**src/rtl/multicycle_controller.sv**
```systemverilog
`default_nettype none
// ============================================================================
// Module   : multicycle_controller
// Purpose  : Main control FSM of the multi-cycle RV32I-subset core. Sequences
//            the shared ALU, unified memory port and register file.
//            Optional jalr support is compiled in with MCU_JALR_EN.
// Revision : 1.0  initial release
// ============================================================================
module multicycle_controller #(
   parameter int STATE_W = 4
) (
   input  logic               clk,
   input  logic               reset,
   input  logic [6:0]         op,
   input  logic [2:0]         funct3,
   input  logic               funct7b5,
   input  logic               zero,
   input  logic               neg,
   output logic               PCWrite,
   output logic               AdrSrc,
   output logic               MemWrite,
   output logic               IRWrite,
   output logic [1:0]         ResultSrc,
   output logic [1:0]         ALUSrcA,
   output logic [1:0]         ALUSrcB,
   output logic [2:0]         ALUControl,
   output logic               RegWrite,
   output logic [1:0]         ImmSrc,
   output logic [STATE_W-1:0] state
);

   localparam logic [6:0] c_OP_LW   = 7'b0000011;
   localparam logic [6:0] c_OP_SW   = 7'b0100011;
   localparam logic [6:0] c_OP_R    = 7'b0110011;
   localparam logic [6:0] c_OP_I    = 7'b0010011;
   localparam logic [6:0] c_OP_B    = 7'b1100011;
   localparam logic [6:0] c_OP_JAL  = 7'b1101111;
   localparam logic [6:0] c_OP_JALR = 7'b1100111;

   localparam logic [2:0] c_ALU_ADD = 3'b000;
   localparam logic [2:0] c_ALU_SUB = 3'b001;
   localparam logic [2:0] c_ALU_AND = 3'b010;
   localparam logic [2:0] c_ALU_OR  = 3'b011;
   localparam logic [2:0] c_ALU_SLT = 3'b101;

   localparam logic [1:0] c_SRCA_PC    = 2'b00;
   localparam logic [1:0] c_SRCA_OLDPC = 2'b01;
   localparam logic [1:0] c_SRCA_RD1   = 2'b10;
   localparam logic [1:0] c_SRCB_RD2   = 2'b00;
   localparam logic [1:0] c_SRCB_IMM   = 2'b01;
   localparam logic [1:0] c_SRCB_FOUR  = 2'b10;
   localparam logic [1:0] c_RES_ALUOUT = 2'b00;
   localparam logic [1:0] c_RES_DATA   = 2'b01;
   localparam logic [1:0] c_RES_ALURES = 2'b10;

   localparam logic [1:0] c_IMM_I = 2'b00;
   localparam logic [1:0] c_IMM_B = 2'b01;
   localparam logic [1:0] c_IMM_S = 2'b10;
   localparam logic [1:0] c_IMM_J = 2'b11;

   typedef enum logic [3:0] {
      S_FETCH    = 4'd0,
      S_DECODE   = 4'd1,
      S_MEMADR   = 4'd2,
      S_MEMREAD  = 4'd3,
      S_MEMWB    = 4'd4,
      S_MEMWRITE = 4'd5,
      S_EXECUTER = 4'd6,
      S_EXECUTEI = 4'd7,
      S_ALUWB    = 4'd8,
      S_BRANCH   = 4'd9,
`ifdef MCU_JALR_EN
      S_JAL      = 4'd10,
      S_JALR     = 4'd11
`else
      S_JAL      = 4'd10
`endif
   } state_t;

   state_t     r_state;
   state_t     w_next;
   logic [2:0] w_alu_funct;
   logic       w_taken;

   always_ff @(posedge clk) begin
      if (reset) begin
         r_state <= S_FETCH;
      end else begin
         r_state <= w_next;
      end
   end

   assign state = STATE_W'(r_state);

   // ALU operation for R/I execute; only register-register ops may select sub.
   always_comb begin
      w_alu_funct = c_ALU_ADD;
      case (funct3)
         3'b000:  w_alu_funct = ((op == c_OP_R) && funct7b5) ? c_ALU_SUB : c_ALU_ADD;
         3'b010:  w_alu_funct = c_ALU_SLT;
         3'b110:  w_alu_funct = c_ALU_OR;
         3'b111:  w_alu_funct = c_ALU_AND;
         default: w_alu_funct = c_ALU_ADD;
      endcase
   end

   always_comb begin
      w_taken = 1'b0;
      case (funct3)
         3'b000:  w_taken = zero;
         3'b001:  w_taken = ~zero;
         3'b100:  w_taken = neg;
         3'b101:  w_taken = ~neg;
         default: w_taken = 1'b0;
      endcase
   end

   always_comb begin
      ImmSrc = c_IMM_I;
      case (op)
         c_OP_LW, c_OP_I, c_OP_JALR: ImmSrc = c_IMM_I;
         c_OP_B:                     ImmSrc = c_IMM_B;
         c_OP_SW:                    ImmSrc = c_IMM_S;
         c_OP_JAL:                   ImmSrc = c_IMM_J;
         default:                    ImmSrc = c_IMM_I;
      endcase
   end

   always_comb begin
      w_next     = S_FETCH;
      PCWrite    = 1'b0;
      AdrSrc     = 1'b0;
      MemWrite   = 1'b0;
      IRWrite    = 1'b0;
      ResultSrc  = c_RES_ALUOUT;
      ALUSrcA    = c_SRCA_PC;
      ALUSrcB    = c_SRCB_RD2;
      ALUControl = c_ALU_ADD;
      RegWrite   = 1'b0;

      case (r_state)
         S_FETCH: begin
            IRWrite   = 1'b1;
            PCWrite   = 1'b1;
            ALUSrcB   = c_SRCB_FOUR;
            ResultSrc = c_RES_ALURES;
            w_next    = S_DECODE;
         end
         S_DECODE: begin
            // Precompute branch/jal target into ALUOut while decoding.
            ALUSrcA = c_SRCA_OLDPC;
            ALUSrcB = c_SRCB_IMM;
            case (op)
               c_OP_LW, c_OP_SW: w_next = S_MEMADR;
               c_OP_R:           w_next = S_EXECUTER;
               c_OP_I:           w_next = S_EXECUTEI;
               c_OP_B:           w_next = S_BRANCH;
               c_OP_JAL:         w_next = S_JAL;
`ifdef MCU_JALR_EN
               c_OP_JALR:        w_next = S_JALR;
`endif
               default:          w_next = S_FETCH;
            endcase
         end
         S_MEMADR: begin
            ALUSrcA = c_SRCA_RD1;
            ALUSrcB = c_SRCB_IMM;
            if (op == c_OP_LW) begin
               w_next = S_MEMREAD;
            end else if (op == c_OP_SW) begin
               w_next = S_MEMWRITE;
            end else begin
               w_next = S_FETCH;
            end
         end
         S_MEMREAD: begin
            AdrSrc    = 1'b1;
            ResultSrc = c_RES_ALUOUT;
            w_next    = S_MEMWB;
         end
         S_MEMWB: begin
            ResultSrc = c_RES_DATA;
            RegWrite  = 1'b1;
            w_next    = S_FETCH;
         end
         S_MEMWRITE: begin
            AdrSrc    = 1'b1;
            ResultSrc = c_RES_ALUOUT;
            MemWrite  = 1'b1;
            w_next    = S_FETCH;
         end
         S_EXECUTER: begin
            ALUSrcA    = c_SRCA_RD1;
            ALUSrcB    = c_SRCB_RD2;
            ALUControl = w_alu_funct;
            w_next     = S_ALUWB;
         end
         S_EXECUTEI: begin
            ALUSrcA    = c_SRCA_RD1;
            ALUSrcB    = c_SRCB_IMM;
            ALUControl = w_alu_funct;
            w_next     = S_ALUWB;
         end
         S_ALUWB: begin
            ResultSrc = c_RES_ALUOUT;
            RegWrite  = 1'b1;
            w_next    = S_FETCH;
         end
         S_BRANCH: begin
            ALUSrcA    = c_SRCA_RD1;
            ALUSrcB    = c_SRCB_RD2;
            ALUControl = c_ALU_SUB;
            ResultSrc  = c_RES_ALUOUT;
            PCWrite    = w_taken;
            w_next     = S_FETCH;
         end
         S_JAL: begin
            // PC <- ALUOut (target) while the ALU forms the link value OldPC+4.
            ALUSrcA   = c_SRCA_OLDPC;
            ALUSrcB   = c_SRCB_FOUR;
            ResultSrc = c_RES_ALUOUT;
            PCWrite   = 1'b1;
            w_next    = S_ALUWB;
         end
`ifdef MCU_JALR_EN
         S_JALR: begin
            ALUSrcA = c_SRCA_RD1;
            ALUSrcB = c_SRCB_IMM;
            w_next  = S_JAL;
         end
`endif
         default: begin
            w_next = S_FETCH;
         end
      endcase

      // Reset presents the FETCH selects with every write enable held off.
      if (reset) begin
         PCWrite    = 1'b0;
         IRWrite    = 1'b0;
         MemWrite   = 1'b0;
         RegWrite   = 1'b0;
         AdrSrc     = 1'b0;
         ResultSrc  = c_RES_ALURES;
         ALUSrcA    = c_SRCA_PC;
         ALUSrcB    = c_SRCB_FOUR;
         ALUControl = c_ALU_ADD;
      end
   end

endmodule
`default_nettype wire

```
**config.mk**
```make
export PLATFORM = sky130hd
export DESIGN_NAME = multicycle_controller
export DESIGN_NICKNAME = d
export VERILOG_FILES = /design/src/rtl/multicycle_controller.sv
export SDC_FILE = /design/constraint.sdc
export NUM_CORES = 1
export LEC_CHECK = 0
export ABC_AREA = 1
export ABC_CLOCK_PERIOD_IN_PS = 1520
export BUFFER_PORTS_ARGS = -buffer_cell sky130_fd_sc_hd__clkbuf_2
export CORE_UTILIZATION = 40
export DETAILED_ROUTE_END_ITERATION = 7
export PLACE_DENSITY = 0.8
export SYNTH_ARGS = -nofsm -noshare
export SYNTH_HDL_FRONTEND = slang
export SYNTH_SLANG_ARGS = --single-unit
```
**constraint.sdc**
```tcl
create_clock -name clk -period 1.52 [get_ports clk]
set_input_delay 0.304 -clock clk [delete_from_list [all_inputs] [get_ports clk]]
set_output_delay 0.304 -clock clk [all_outputs]
set_load 0.02 [all_outputs]
```
==> results of run 1 <==
==> per-layer routing <==
layer	up-vias	global-route usage, %	share of wire (%)	wire, microns
met2	39	41.67	52	964
met1	356	29.66	43	795
met4	0	2.586	0.32	6
li1	408	-	-	-
met5	-	0	0	0
met3	2	8.671	5.5	103
==> critical path, cell delays in order, from the launching register on <==
cell and delay (ps):
dfxtp_2 370, inv_2 80, nand2_4 120, nor2_4 60
o31ai_1 300, inv_1 70, clkbuf_2 160
==> area by class of cell <==
cell class                      instances  area, sq um
Inverter                               20        80.08
Fill cell                              90        276.5
Tap cell                               14        17.52
Timing Repair Buffer                   40        256.5
Sequential cell                         4        87.58
Clock buffer                            3        22.52
Multi-Input combinational cell         76        445.4
==> Yosys cell counts <==
cell | count | area share (%)
nand2_1 | 21 | 14
inv_1 | 16 | 11
nor2_1 | 13 | 8.9
nand3_1 | 9 | 8.3
a21oi_1 | 6 | 5.5
nand2_2 | 6 | 6.9
o21ai_0 | 5 | 4.6
dfxtp_1 | 4 | 15
inv_2 | 4 | 2.8
nor2_2 | 3 | 3.4
nor2_4 | 3 | 6.2
nand4_1 | 2 | 2.3
nor3_1 | 2 | 1.8
nor4_1 | 2 | 2.3
a211oi_1 | 1 | 1.4
clkbuf_1 | 1 | 0.69
nand2_4 | 1 | 2.1
o211ai_1 | 1 | 1.4
o31ai_1 | 1 | 1.4
==> timing repair <==
item                                    4_1_cts  5_1_grt
gates resized for setup                      16       22
endpoints found under the setup margin       12       14
cloned                                        0        0
pin swaps                                     2        6
setup buffers                                 3        1
hold buffers                                  0        0
==> final timing paths <==
check | end | cells after the start | start | slack [ps]
setup / recovery | ALUSrcB[0] | 6 | state[2]$_SDFF_PP0_ | -170
hold / removal | state[1]$_SDFF_PP0_ | 4 | op[5] | 380
setup reg to reg | state[2]$_SDFF_PP0_ | 9 | state[1]$_SDFF_PP0_ | 310
hold reg to reg | state[2]$_SDFF_PP0_ | 4 | state[0]$_SDFF_PP0_ | 690
==> logic make-up after synthesis <==
logic type,share of synthesized area [%]
buffers and inverters,14.45
AOI/OAI and AO/OA,14.22
DFF,14.68
and+or+nand+nor,56.65
==> layout by cell type (no fill, tap or decap), types with 3 or more instances in the layout <==
| cell type | synthesis | layout |
|---|---|---|
| clkbuf_2 | 0 | 24 |
| clkbuf_4 | 0 | 3 |
| buf_4 | 0 | 13 |
| nor2_2 | 3 | 4 |
| o21ai_0 | 5 | 5 |
| a21oi_1 | 6 | 5 |
| inv_1 | 16 | 14 |
| nand3_1 | 9 | 7 |
| nand2_2 | 6 | 6 |
| nor2_1 | 13 | 9 |
| inv_2 | 4 | 5 |
| nand2_1 | 21 | 20 |
| dfxtp_2 | 0 | 3 |
| nor2_4 | 3 | 6 |
==> metrics by stage <==
| step | TNS [ps] | util (%) | hold WS, ps | std cells |
|---|---|---|---|---|
| 3_5_place_dp | 0 | 64.13 | 629.4 | 150 |
| 5_1_grt | -1644 | 76.69 | 400.4 | 157 |
| 3_3_place_gp | 0 | 64.13 | 635.0 | 150 |
| 2_1_floorplan | -29.93 | - | 481.5 | 101 |
| 6_report | -839.4 | 76.69 | 379.5 | 157 |
| 4_1_cts | -809.3 | 72.89 | 376.6 | 156 |
==> power breakdown <==
group | switching (mW) | internal, mW | total [mW]
combinational | 0.0882 | 0.0556 | 0.144
clock | 0.0420 | 0.0882 | 0.130
sequential | 0.00407 | 0.107 | 0.111
==> results.sh, run 1 <==
export IMPL_outcome="finished with violations"
export IMPL_failed_checks="negative setup slack"
export IMPL_place_ws_ps=26.17
export IMPL_portBuffers=34
export IMPL_path_clk_slew_ps=40
export IMPL_gp_congestion=0.8473
export IMPL_die_area_sq_um=1516
export IMPL_fin_crit_sh_pct=111.5
export IMPL_syn_inst=101
export IMPL_cp_arrival_ps=1390
export IMPL_wl_per_cell_microns=11.90
export IMPL_drtIter0Drc=30
export IMPL_maxCapViolations=0
export IMPL_stdcell_area_sq_um=909.6
export IMPL_cts_root_buf="clkbuf_4"
export IMPL_worst_slew_pin_slew_ps=313.1
export IMPL_cp_required_ps=1220
export IMPL_ant_nets=0
export IMPL_viasPerCell=5.127
export IMPL_ys_seq_elements=4
export IMPL_antenna_found_initial=0
export IMPL_post_route_worst_setup_slack_ps=-174.4
export IMPL_postSynthAreaPerCell_sq_um=5.401
export IMPL_synth_area_sq_um=545.5
export IMPL_final_nets=160
export IMPL_h_tree_depth=1
export IMPL_cts_tree="yes"
export IMPL_cts_path_max_buffers=2
export IMPL_syn_nets=116
export IMPL_grt_use_total_pct=24.31
export IMPL_rsz0062_at_grt="true"
export IMPL_skew_ps=4.782
export IMPL_clock_latency_ps=230
export IMPL_die_y_microns=38.93
export IMPL_drive_gt1_share_pct=53.15
export IMPL_path_max_fanout=4
export IMPL_wirelength_mm=1.869
export IMPL_cts_sink_count=4
export IMPL_synth_seq_area_share_pct=14.68
export IMPL_dp_hpwl_mm=1.242
export IMPL_power_leakage_nw=0.4780
export IMPL_grt_max_degree=15
export IMPL_cp_start_kind="flip-flop"
export IMPL_route_detailed_drc=0
export IMPL_syn_to_final_growth_pct=66.74
export IMPL_first_pass_iters=4
export IMPL_path_class="reg2out"
export IMPL_die_w_microns=38.93
export IMPL_placed_area_sq_um=760.7
export IMPL_numCtsBuffers=3
export IMPL_largest_reg_flops=4
export IMPL_initial_utilization_pct=45.99
export IMPL_min_path_type="in2reg"
export IMPL_power_uw=384.9
export IMPL_grt_pass1_wl_mm=2.553
export IMPL_synth_warnings=0
export IMPL_core_region_area_sq_um=1186
export IMPL_vias=805
export IMPL_power_density_nw_per_um2=423.2
export IMPL_fp_row_count=12
export IMPL_vdd_drop_max_uv=650.4
export IMPL_synthDistinctLibCells=19
export IMPL_setup_violations=12
export IMPL_slew_headroom_pct=79.13
export IMPL_fin_crit_ps=1694
export IMPL_endpoint_kind="output port"
export IMPL_finalMaxSlewViolations=0
export IMPL_grt_overflow=0
export IMPL_ios=35
export IMPL_grt_pass1_vias=627
export IMPL_antenna_cells=0
export IMPL_fmax_ghz=0.5902
export IMPL_finalHoldViolations=0
Power figures use the tool's default switching activity.
==> run 2, diff against run 1 <==
--- a/config.mk
+++ b/config.mk
@@ -11,2 +11,3 @@
 export CORE_UTILIZATION = 40
+export CTS_CLUSTER_DIAMETER = 60
 export DETAILED_ROUTE_END_ITERATION = 7
--- a/constraint.sdc
+++ b/constraint.sdc
@@ -3,2 +3,2 @@
 set_output_delay 0.304 -clock clk [all_outputs]
-set_load 0.02 [all_outputs]
+set_load 0.1 [all_outputs]
==> run 2 against run 1 <==
The run now fails in detailed placement. Synthesized cell count is the same. Area after synthesis did not move.
==> results.sh, run 2 <==
export IMPL_outcome="stopped before the end"
export IMPL_failed_stage="detailed placement"
export IMPL_toolErrorMsg="[ERROR DPL-0038] Utilization greater than 100%, impossible to legalize"
export IMPL_synth_area_top_cells="dfxtp_1 15%, nand2_1 14%, inv_1 11%"
export IMPL_ios=35
export IMPL_yosysTopAreaCell="dfxtp_1"
export IMPL_synth_mux_area_fraction_pct=0
export IMPL_yosys_area_share_simple_pct=56.65
export IMPL_synthDominantCellAreaShare_pct=14.68
export IMPL_postSynthAreaPerCell_sq_um=5.401
export IMPL_synthArstFlopShare_pct=0
export IMPL_synth_warnings=0
export IMPL_synth_seq_area_share_pct=14.68
export IMPL_synth_edf_count=0
export IMPL_gp_congestion=0.9563
export IMPL_initial_utilization_pct=45.99
export IMPL_synth_compound_area_share_pct=14.22
export IMPL_synth_xor_area_share_pct=0
export IMPL_die_y_microns=38.93
export IMPL_die_w_microns=38.93
export IMPL_synth_most_common_cell="nand2_1"
export IMPL_synth_top_family_by_area="simple AND/OR/NAND/NOR gates"
export IMPL_synthDistinctLibCells=19
export IMPL_synth_area_sq_um=545.5
export IMPL_fp_row_count=12
export IMPL_syn_inst=101
export IMPL_syn_nets=116
export IMPL_synth_top_flop_cell="dfxtp_1"
export IMPL_synth_adder_area_share_pct=0
export IMPL_ys_seq_elements=4
export IMPL_portBuffers=34
export IMPL_netlist_top_cells_count="21 x nand2_1, 16 x inv_1, 13 x nor2_1"
[run 2: cell counts after synthesis]
Identical to the previous run, type by type.
[run 2: logic make-up after synthesis]
| logic type | Yosys count |
|---|---|
| AND/OR/NAND/NOR | 62 |
| flip-flops | 4 |
| buffers and inverters | 21 |
| AO/OA/AOI/OAI | 14 |
[run 2: stage by stage]
stage | cell area (sq um) | cells | hold slack [ps]
2_1_floorplan | 770.7 | 101 | 471.1
3_3_place_gp | 1325 | 164 | 615.3
==> run 3, diff against run 2 <==
Settings changed: CORE_AREA from default to 2 2 63 65, CORE_UTILIZATION 40 to default, CTS_CLUSTER_DIAMETER 60 to default, DIE_AREA from default to 0 0 65 67, PLACE_DENSITY 0.8 to default, PLACE_DENSITY_LB_ADDON from default to 0.15.
==> run 3 against run 2 <==
The flow now finishes, with violations (negative setup slack).
==> results.sh, run 3 (synthesis gave the netlist of run 1 again) <==
export IMPL_antenna_found_initial=0
export IMPL_core_region_area_sq_um=3606
export IMPL_maxCapViolations=0
export IMPL_power_density_nw_per_um2=415.2
export IMPL_slowest_delay_ps=360
export IMPL_grt_use_total_pct=10.42
export IMPL_final_cell_mix="29 x buf_4, 16 x buf_12, 14 x nand2_1"
export IMPL_placed_area_sq_um=1375
export IMPL_fin_crit_sh_pct=112.2
export IMPL_cp_arrival_ps=1400
export IMPL_cp_start_kind="flip-flop"
export IMPL_power_uw=683.1
export IMPL_post_route_worst_setup_slack_ps=-185.7
export IMPL_final_nets=185
export IMPL_dp_hpwl_mm=1.718
export IMPL_drtIter0Drc=23
export IMPL_path_class="reg2out"
export IMPL_outcome="finished with violations"
export IMPL_h_tree_depth=1
export IMPL_finalMaxSlewViolations=0
export IMPL_cp_required_ps=1220
export IMPL_skew_ps=2.334
export IMPL_grt_pass1_wl_mm=3.553
export IMPL_vias=873
export IMPL_failed_checks="negative setup slack"
export IMPL_ant_nets=0
export IMPL_setup_violations=13
export IMPL_cts_sink_count=4
export IMPL_viasPerCell=4.042
export IMPL_gp_congestion=0.7120
export IMPL_path_max_fanout=4
export IMPL_finalHoldViolations=0
export IMPL_route_detailed_drc=0
export IMPL_wl_per_cell_microns=10.21
export IMPL_cts_path_max_buffers=2
export IMPL_path_clk_slew_ps=30
export IMPL_syn_to_final_growth_pct=201.6
export IMPL_vdd_drop_max_uv=211.1
export IMPL_drive_gt1_share_pct=73.81
export IMPL_power_leakage_nw=0.7258
export IMPL_cp_cell_sequence="inv_6, nand2_4, buf_6, nor2_4, o31ai_2, bufinv_8, buf_12"
export IMPL_cts_root_buf="clkbuf_8"
export IMPL_final_common_cell="buf_4"
export IMPL_grt_overflow=0
export IMPL_rsz0062_at_grt="true"
export IMPL_die_area_sq_um=4355
export IMPL_ios=35
export IMPL_multi_input_area_sq_um=654.4
export IMPL_endpoint_kind="output port"
export IMPL_seq_area_sq_um=95.09
export IMPL_die_w_microns=65
export IMPL_fp_row_count=22
export IMPL_wirelength_mm=2.206
export IMPL_die_y_microns=67
export IMPL_first_pass_iters=4
export IMPL_grt_max_degree=10
export IMPL_grt_pass1_vias=821
export IMPL_postCtsHoldBufs=0
export IMPL_fmax_ghz=0.5863
export IMPL_initial_utilization_pct=15.13
export IMPL_numCtsBuffers=3
export IMPL_stdcell_area_sq_um=1645
export IMPL_portBuffers=34
export IMPL_clock_latency_ps=220
export IMPL_cts_tree="yes"
export IMPL_largest_reg_flops=4
export IMPL_crit_path_top_delay_cell="dfxtp_4"
export IMPL_fin_crit_ps=1706
export IMPL_slew_headroom_pct=82.30
export IMPL_worst_slew_pin_slew_ps=263.6
export IMPL_min_path_type="in2reg"
export IMPL_fill_cells=356
export IMPL_antenna_cells=0
==> run 3: report_power, final <==
| group | total, mW | switching (mW) | internal, mW |
|---|---|---|---|
| Clock | 0.219 | 0.0510 | 0.168 |
| Combinational | 0.356 | 0.217 | 0.139 |
| Sequential | 0.107 | 0.00432 | 0.103 |
==> run 3: what timing repair did <==
item | 4_1_cts | 5_1_grt
buffers inserted | 8 | 6
pin swaps | 17 | 11
setup endpoints to repair | 14 | 14
gates resized for setup | 25 | 11
==> run 3: cell type report <==
class	instances	area share, %
tap	48	3.650
timing repair buffer	65	41.22
multi-input combinational	76	39.77
clock buffer	3	2.510
sequential	4	5.779
inverter	20	7.072
==> run 3: path summary, 6_finish.rpt <==
check / from / to / slack (ps) / depth (start not counted)
worst max-delay path: state[1]$_SDFF_PP0_ / ALUSrcB[0] / -190 / 7
worst min-delay path: op[5] / state[1]$_SDFF_PP0_ / 400 / 4
worst min register to register: state[3]$_SDFF_PP0_ / state[2]$_SDFF_PP0_ / 830 / 5
worst max register to register: state[1]$_SDFF_PP0_ / state[2]$_SDFF_PP0_ / 230 / 10
==> run 3: metrics by stage <==
step / utilization (%) / instances / setup slack (ps) / setup TNS, ps / hold slack, ps
floorplan: - / 101 / -743.3 / -4357 / 471.1
CTS: 43.37 / 210 / -188.9 / -1722 / 407.1
global placement: 38.13 / 199 / -68.81 / -111.3 / 626.4
global route: 45.63 / 216 / -228.7 / -1870 / 432.5
finish: 45.63 / 216 / -185.7 / -1175 / 404.1
detailed placement: 38.13 / 199 / -83.77 / -198.0 / 632.7
==> run 3: worst max-delay path, delay by kind of cell (launching register included) <==
kind / cells / cell delay [ps]
compound gates: 1 / 200
buf+inv: 4 / 510
flops: 1 / 360
simple gates: 2 / 110
==> run 3: layer usage <==
metal | vias to the layer above | share of wire, % | GRT usage [%]
li1 | 455 | - | -
met1 | 399 | 40 | 11.46
met2 | 19 | 57 | 20.49
met3 | 0 | 3.4 | 0.8446
met4 | 0 | 0 | 3.989
met5 | - | 0 | 0
